<file path="config.mk">
export PLATFORM = sky130hd
export DESIGN_NAME = hwag_coil_sched_flat
export DESIGN_NICKNAME = d
export VERILOG_FILES = /design/src/rtl/hwag_coil_sched_if.sv /design/src/rtl/hwag_coil_sched.sv /design/src/flat_wrapper.sv
export SDC_FILE = /design/constraint.sdc
export NUM_CORES = 1
export LEC_CHECK = 0
export BUFFER_PORTS_ARGS = -buffer_cell sky130_fd_sc_hd__buf_2
export CAP_MARGIN = 20
export CELL_PAD_IN_SITES_DETAIL_PLACEMENT = 0
export CELL_PAD_IN_SITES_GLOBAL_PLACEMENT = 2
export CORE_ASPECT_RATIO = 1.2
export CORE_UTILIZATION = 46
export DETAILED_ROUTE_END_ITERATION = 16
export PLACE_DENSITY_LB_ADDON = 0.05
export SYNTH_ARGS = -nofsm -noshare
export SYNTH_HDL_FRONTEND = slang
export SYNTH_SLANG_ARGS = --single-unit
</file>
<file path="constraint.sdc">
create_clock -name i_clk -period 4.19 [get_ports i_clk]
set_input_delay 0.6285 -clock i_clk [delete_from_list [all_inputs] [get_ports i_clk]]
set_output_delay 0.6285 -clock i_clk [all_outputs]
set_load 0.01 [all_outputs]
</file>
<file path="src/rtl/hwag_coil_sched_if.sv">
// hwag_coil_sched_if
// Bundles the angle input, the shadow-register write port and the coil
// outputs of the coil scheduler.
//   master : drives hwag_run, acnt, cfg_we/cfg_ch/cfg_sel/cfg_data;
//            receives cfg_err, cfg_pending, coil_out
//   slave  : the scheduler side (directions mirrored)
interface hwag_coil_sched_if #(
  parameter int CH_NUM      = 4,
  parameter int ANGLE_WIDTH = 24
);
  localparam int CH_W = (CH_NUM > 1) ? $clog2(CH_NUM) : 1;

  logic                   hwag_run;
  logic [ANGLE_WIDTH-1:0] acnt;
  logic                   cfg_we;
  logic [CH_W-1:0]        cfg_ch;
  logic                   cfg_sel;
  logic [ANGLE_WIDTH-1:0] cfg_data;
  logic                   cfg_err;
  logic                   cfg_pending;
  logic [CH_NUM-1:0]      coil_out;

  modport master (
    output hwag_run, acnt, cfg_we, cfg_ch, cfg_sel, cfg_data,
    input  cfg_err, cfg_pending, coil_out
  );

  modport slave (
    input  hwag_run, acnt, cfg_we, cfg_ch, cfg_sel, cfg_data,
    output cfg_err, cfg_pending, coil_out
  );
endinterface

</file>
<file path="src/rtl/hwag_coil_sched.sv">
// hwag_coil_sched
// Round-robin coil scheduler: one window comparator is shared across CH_NUM
// channels, comparing the angle count against per-channel set/reset angles.
// Angle writes go to shadow registers and are committed to the active set
// at the angle wrap (or continuously while the angle path is not running).
// Ports:
//   i_clk   : system clock, rising edge
//   i_rst_n : asynchronous active-low reset
//   bus     : hwag_coil_sched_if.slave (hwag_run, acnt, cfg_*, coil_out)
// Optional feature macro: HWAG_COIL_SCHED_DWELL_LIMIT_EN adds a per-channel
// dwell counter that cuts the coil after DWELL_MAX clocks of on-time.
//
// state   | meaning
// ST_IDLE | angle path not synchronised; coils off, scan index at 0
// ST_SCAN | evaluating one channel per cycle, index advancing mod CH_NUM
module hwag_coil_sched #(
  parameter int                     CH_NUM      = 4,
  parameter int                     ANGLE_WIDTH = 24,
  parameter logic [ANGLE_WIDTH-1:0] MAX_ANGLE   = ANGLE_WIDTH'(3839),
  parameter int unsigned            DWELL_MAX   = 2000000
) (
  input  logic               i_clk,
  input  logic               i_rst_n,
  hwag_coil_sched_if.slave   bus
);
  localparam int CH_W = (CH_NUM > 1) ? $clog2(CH_NUM) : 1;

  typedef enum logic {ST_IDLE, ST_SCAN} state_t;

  state_t                 r_state, w_state_nxt;
  logic [CH_W-1:0]        r_idx, w_idx_nxt;
  logic [CH_NUM-1:0]      r_coil, w_coil_nxt;
  logic                   r_err, r_pend;
  logic [ANGLE_WIDTH-1:0] r_acnt_prev;
  logic [ANGLE_WIDTH-1:0] r_set_sh  [CH_NUM];
  logic [ANGLE_WIDTH-1:0] r_rst_sh  [CH_NUM];
  logic [ANGLE_WIDTH-1:0] r_set_act [CH_NUM];
  logic [ANGLE_WIDTH-1:0] r_rst_act [CH_NUM];

  logic                   w_wrap, w_commit, w_wr_ok, w_on, w_on_eff;
  logic [ANGLE_WIDTH-1:0] w_set, w_rst;
  logic [CH_NUM-1:0]      w_force;

  // Loss of sync is a commit point of its own, never a wrap.
  assign w_wrap   = bus.hwag_run && (bus.acnt < r_acnt_prev);
  assign w_commit = w_wrap || !bus.hwag_run;
  assign w_wr_ok  = bus.cfg_we && (bus.cfg_data <= MAX_ANGLE) &&
                    ({1'b0, bus.cfg_ch} < (CH_W+1)'(CH_NUM));

  assign w_set = r_set_act[r_idx];
  assign w_rst = r_rst_act[r_idx];

  always_comb begin
    w_on = 1'b0;
    if (w_set < w_rst)
      w_on = (bus.acnt >= w_set) && (bus.acnt < w_rst);
    else if (w_set > w_rst)
      w_on = (bus.acnt >= w_set) || (bus.acnt < w_rst);
  end

`ifdef HWAG_COIL_SCHED_DWELL_LIMIT_EN
  localparam int DW = $clog2(DWELL_MAX + 1);

  logic [DW-1:0]     r_dwell [CH_NUM];
  logic [CH_NUM-1:0] r_lim;
  logic [CH_NUM-1:0] w_hit;

  always_comb begin
    w_hit = '0;
    for (int i = 0; i < CH_NUM; i++)
      w_hit[i] = r_coil[i] && (r_dwell[i] == DW'(DWELL_MAX));
  end

  // A limited channel stays dark until the scan sees the window closed.
  assign w_on_eff = w_on && !r_lim[r_idx];
  assign w_force  = w_hit;

  always_ff @(posedge i_clk or negedge i_rst_n) begin
    if (!i_rst_n) begin
      r_lim <= '0;
      for (int i = 0; i < CH_NUM; i++) r_dwell[i] <= '0;
    end else if (r_state != ST_SCAN || !bus.hwag_run) begin
      r_lim <= '0;
      for (int i = 0; i < CH_NUM; i++) r_dwell[i] <= '0;
    end else begin
      for (int i = 0; i < CH_NUM; i++) begin
        if (r_idx == CH_W'(i) && !w_on) begin
          r_lim[i]   <= 1'b0;
          r_dwell[i] <= '0;
        end else begin
          if (w_hit[i]) r_lim[i] <= 1'b1;
          if (r_coil[i] && !w_hit[i]) r_dwell[i] <= r_dwell[i] + 1'b1;
        end
      end
    end
  end
`else
  logic w_unused_dwell;
  assign w_unused_dwell = (DWELL_MAX == 0);
  assign w_on_eff       = w_on;
  assign w_force        = '0;
`endif

  always_comb begin
    w_state_nxt = r_state;
    w_idx_nxt   = r_idx;
    w_coil_nxt  = r_coil;
    case (r_state)
      ST_IDLE: begin
        w_coil_nxt = '0;
        w_idx_nxt  = '0;
        if (bus.hwag_run) w_state_nxt = ST_SCAN;
      end
      ST_SCAN: begin
        if (!bus.hwag_run) begin
          w_state_nxt = ST_IDLE;
          w_coil_nxt  = '0;
          w_idx_nxt   = '0;
        end else begin
          w_coil_nxt[r_idx] = w_on_eff;
          w_idx_nxt = (r_idx == CH_W'(CH_NUM - 1)) ? '0 : r_idx + 1'b1;
        end
      end
      default: begin
        w_state_nxt = ST_IDLE;
        w_coil_nxt  = '0;
        w_idx_nxt   = '0;
      end
    endcase
    w_coil_nxt = w_coil_nxt & ~w_force;
  end

  always_ff @(posedge i_clk or negedge i_rst_n) begin
    if (!i_rst_n) begin
      r_state <= ST_IDLE;
      r_idx   <= '0;
      r_coil  <= '0;
    end else begin
      r_state <= w_state_nxt;
      r_idx   <= w_idx_nxt;
      r_coil  <= w_coil_nxt;
    end
  end

  // A write coinciding with a commit: the commit takes the old shadow and
  // the new word stays pending for the next commit.
  always_ff @(posedge i_clk or negedge i_rst_n) begin
    if (!i_rst_n) begin
      r_acnt_prev <= '0;
      r_err       <= 1'b0;
      r_pend      <= 1'b0;
      for (int i = 0; i < CH_NUM; i++) begin
        r_set_sh[i]  <= '0;
        r_rst_sh[i]  <= '0;
        r_set_act[i] <= '0;
        r_rst_act[i] <= '0;
      end
    end else begin
      r_acnt_prev <= bus.acnt;
      r_err       <= bus.cfg_we && !w_wr_ok;
      if (w_commit) begin
        for (int i = 0; i < CH_NUM; i++) begin
          r_set_act[i] <= r_set_sh[i];
          r_rst_act[i] <= r_rst_sh[i];
        end
      end
      if (w_wr_ok) begin
        if (bus.cfg_sel) r_rst_sh[bus.cfg_ch] <= bus.cfg_data;
        else             r_set_sh[bus.cfg_ch] <= bus.cfg_data;
        r_pend <= 1'b1;
      end else if (w_commit) begin
        r_pend <= 1'b0;
      end
    end
  end

  assign bus.cfg_err     = r_err;
  assign bus.cfg_pending = r_pend;
  assign bus.coil_out    = r_coil;
endmodule

</file>
<file path="src/flat_wrapper.sv">
// flat-port wrapper written by rule: the top's interface ports become plain ports
module hwag_coil_sched_flat 
#(
  parameter int                     CH_NUM      = 4,
  parameter int                     ANGLE_WIDTH = 24,
  parameter logic [ANGLE_WIDTH-1:0] MAX_ANGLE   = ANGLE_WIDTH'(3839),
  parameter int unsigned            DWELL_MAX   = 2000000
)
  (i_clk, i_rst_n, bus_hwag_run, bus_acnt, bus_cfg_we, bus_cfg_ch, bus_cfg_sel, bus_cfg_data, bus_cfg_err, bus_cfg_pending, bus_coil_out);
  hwag_coil_sched_if #(.CH_NUM(CH_NUM), .ANGLE_WIDTH(ANGLE_WIDTH)) bus_i ();
  input  logic i_clk;
  input  logic i_rst_n;
  input wire logic [$bits(bus_i.hwag_run)-1:0] bus_hwag_run;
  input wire logic [$bits(bus_i.acnt)-1:0] bus_acnt;
  input wire logic [$bits(bus_i.cfg_we)-1:0] bus_cfg_we;
  input wire logic [$bits(bus_i.cfg_ch)-1:0] bus_cfg_ch;
  input wire logic [$bits(bus_i.cfg_sel)-1:0] bus_cfg_sel;
  input wire logic [$bits(bus_i.cfg_data)-1:0] bus_cfg_data;
  output wire logic [$bits(bus_i.cfg_err)-1:0] bus_cfg_err;
  output wire logic [$bits(bus_i.cfg_pending)-1:0] bus_cfg_pending;
  output wire logic [$bits(bus_i.coil_out)-1:0] bus_coil_out;
  assign bus_i.hwag_run = bus_hwag_run;
  assign bus_i.acnt = bus_acnt;
  assign bus_i.cfg_we = bus_cfg_we;
  assign bus_i.cfg_ch = bus_cfg_ch;
  assign bus_i.cfg_sel = bus_cfg_sel;
  assign bus_i.cfg_data = bus_cfg_data;
  assign bus_cfg_err = bus_i.cfg_err;
  assign bus_cfg_pending = bus_i.cfg_pending;
  assign bus_coil_out = bus_i.coil_out;
  hwag_coil_sched #(.CH_NUM(CH_NUM), .ANGLE_WIDTH(ANGLE_WIDTH), .MAX_ANGLE(MAX_ANGLE), .DWELL_MAX(DWELL_MAX)) u_core (.i_clk(i_clk), .i_rst_n(i_rst_n), .bus(bus_i));
endmodule
</file>
==> results.yml <==
final_layout:
  diodes: 0
  layout-drive-gt1-share_pct: 28.8
  nets: 1482
  area_delta_synth_final_pct: 13.4
yosys:
  synth.most_common_cell: "dfrtp_1"
  ys_async_sr_fraction_pct: 100
  synth-seq-cells: 417
  synth_seq_area_share_pct: 56.3
  synthTopCellsByCount: "dfrtp_1 (417), mux2_2 (119), mux2_1 (109)"
  synth_warnings: 0
  synth_top_area_share_pct: 56.3
  netlist_instances: 1248
  avgSynthCellArea_sq_um: 14.8
  yosysTopAreaCell: "dfrtp_1"
  yosys-top-cells-area: "dfrtp_1 (56%), mux2_2 (7.2%), mux2_1 (6.6%)"
  synth_edf_count: 0
  synth_area_sq_um: 18500
  syn-num-nets: 1401
  ys_types: 55
  ys.flop_type: "dfrtp_1"
routing:
  ant_nets: 0
  drtPass1Iterations: 4
  wl_per_cell_um: 21.1
  num_vias: 10041
  via_per_inst: 5.30
  routed_wl_um: 39900
  drt_iter0_drc: 515
  drc: 0
pwr:
  p_per_area_nw_per_um2: 409
  power_leakage_uw: 0.0105
  seqPwrFrac_pct: 47.2
  peakVddDrop_mv: 0.300
  power_frac_comb_pct: 5.3
  p_sw_uw: 1910
  clkPwrFrac_pct: 47.6
  intPower_uw: 6680
  swShare_pct: 22.2
worst_setup_path:
  endpoint: "u_core.bus.coil_out[2]"
  slowest_stage: "dfrtp_4"
  r2r_start: "u_core.r_idx[0]"
  reg2reg_to: "u_core.bus.coil_out[2]"
  ff2ff_path_depth: 9
  crit_type: "reg2reg"
  required_ns: 4.67
  crit_arrival_ns: 4.16
  startpoint: "u_core.r_idx[0]"
  critPathMaxFanout: 18
  slowest_delay_ns: 0.60
  crit_chain: "buf_12, buf_4, mux4_2, ha_1, a211o_1, o311ai_0, o2111a_1, o211ai_1, a31oi_1"
  ff2ff_setup_slack_ns: 0.51
  cp-end-kind: "flip-flop"
  cp-start-kind: "flip-flop"
cts:
  cts_max_level: 2
  clock_sinks: 417
  worst_setup_hold_path_clk_slew_ns: 0.06
  cts.path.max_buffers: 3
  tritoncts: "yes"
  clk-insertion-delay-late_ns: 0.57
  cts_root_buf: "clkbuf_16"
  cts_buffers: 44
sta:
  rsz0062_at_grt: "false"
  max_slew_margin_pct: 51.0
  period_needed_ns: 3.68
  finalCritPeriodShare_pct: 87.8
  fmax_mhz: 272
  setup_slack_ns: 0.511
  finalSetupViolCount: 0
  setup-tns-final_ns: 0
  hold_ws_ns: 0.244
  final_hold_viol_count: 0
  drv_slew: 0
  tightest_slew_ns: 0.733
  skew_ns: 0.00840
grt:
  gr-usage-met1_pct: 30.3
  grt_pass1_wl_um: 63900
  grt-busiest-layer: "met2"
  grt_antenna_before_repair: 0
  use_met2_pct: 32.5
  grt_pass1_vias: 10715
  grt_use_total_pct: 20.9
  grt_overflow: 0
  grt_max_degree: 120
  grt_util_met3_pct: 2.89
floorplan:
  chipWidth_um: 185
  die_h_um: 222
  rows: 80
  initial_core_util_pct: 46.6
  io_pins: 61
  dieArea_sq_um: 41100
  core_area_sq_um: 39700
flow_run:
  max_cap_viol_count: 0
placement:
  portBuffers: 60
  gp_congestion: 0.812
  dp_slack_ns: 0.486
  dpl.hpwl_um: 25800
min_path:
  min_path_type: "in2reg"
status:
  status: "finished clean"
==> state kept, by name (all words and copies together), names as in the netlist <==
| register | flops |
|---|---|
| u_core.r_acnt_prev | 24 |
| u_core.r_set_sh | 96 |
| u_core.r_set_act | 96 |
| u_core.bus.cfg_pending | 1 |
| u_core.bus.coil_out | 4 |
| u_core.r_rst_sh | 96 |
| u_core.r_state | 1 |
| u_core.bus.cfg_err | 1 |
| u_core.r_rst_act | 96 |
| u_core.r_idx | 2 |
==> per-layer routing <==
| layer | wire length (um) | part of all wire, % |
|---|---|---|
| met1 | 19500 | 49 |
| met3 | 1150 | 2.9 |
| met2 | 18400 | 46 |
| met5 | 0 | 0 |
| met4 | 846 | 2.1 |
==> power groups by stage <==
stage | clock network (uW) | logic (uW) | registers [uW]
5_1_grt | 4350 | 508 | 4050
6_report | 4090 | 453 | 4050
3_5_place_dp | 0 | 465 | 4130
2_1_floorplan | 0 | 257 | 4120
3_3_place_gp | 0 | 463 | 4130
4_1_cts | 4200 | 468 | 4050
==> final cells by class <==
class                           count  area, sq um
Fill cell                        3338        18700
Tap cell                          533          667
Inverter                           81          304
Clock buffer                       61         1270
Clock inverter                     17          246
Sequential cell                   417        10400
Timing Repair Buffer               86          621
Multi-Input combinational cell    699         7460
==> worst max-delay path: cells and delay by family (launching register included) <==
family / cells / cell delay (ns)
buf+inv: 2 / 0.57
mux: 1 / 0.55
fa+ha+maj: 1 / 0.34
flops: 1 / 0.60
compound gates: 5 / 1.50
==> what timing repair did <==
action / in CTS / in global routing
setup buffers: 0 / 0
resized for setup: 0 / 0
hold buffers: 1 / 0
endpoints found under the hold margin: 42 / 0
==> through the flow <==
stage	cell area [sq um]	total power, uW	utilization, %	instances
floorplan	18500	4380	-	1248
global route	21000	8910	52.9	1894
global placement	19500	4590	49.0	1815
detailed placement	19500	4590	49.0	1815
CTS	21000	8720	52.9	1894
finish	21000	8590	52.9	1894
==> cells in the final DEF (no fill, tap or decap), types with 5 or more instances in the layout <==
cell type / count
mux2_2: 119
nor3_1: 5
nand4_1: 15
inv_1: 81
a21o_1: 7
nand2_1: 15
dfrtp_1: 415
clkbuf_1: 8
a31oi_1: 5
nor2b_1: 50
and2_1: 50
buf_12: 9
clkinv_2: 7
mux4_2: 48
clkbuf_16: 45
clkbuf_8: 8
a211oi_1: 7
mux2_4: 60
o21ai_0: 17
nor2_1: 9
buf_2: 59
bufinv_16: 6
ha_1: 98
buf_4: 16
a21oi_1: 26
mux2_1: 109
nand3_1: 8
o21a_1: 6
==> how the worst min path moves through the flow <==
| stage | start | endpoint | slack [ns] | cells after the start |
|---|---|---|---|---|
| global route | bus_acnt[17] | u_core.r_acnt_prev[17] | 0.23 | 1 |
| floorplan | i_rst_n | u_core.bus.cfg_err | 0.33 | 0 |
| global placement | u_core.r_rst_sh[4] | u_core.r_rst_act[4] | 0.46 | 1 |
| finish | bus_acnt[0] | u_core.r_acnt_prev[0] | 0.24 | 1 |
| detailed placement | u_core.r_rst_sh[47] | u_core.r_rst_act[47] | 0.46 | 1 |
| CTS | bus_acnt[17] | u_core.r_acnt_prev[17] | 0.22 | 1 |
==> logic make-up after synthesis <==
kind of cell,count (synthesis),synth area share (%)
DFF,417,56.3
muxes,336,24.6
and+or+nand+nor,175,5.78
buffers and inverters,132,3.50
adders and majority gates,98,6.62
AOI/OAI and AO/OA,90,3.22
No activity file was read; power rests on OpenSTA's default activity.
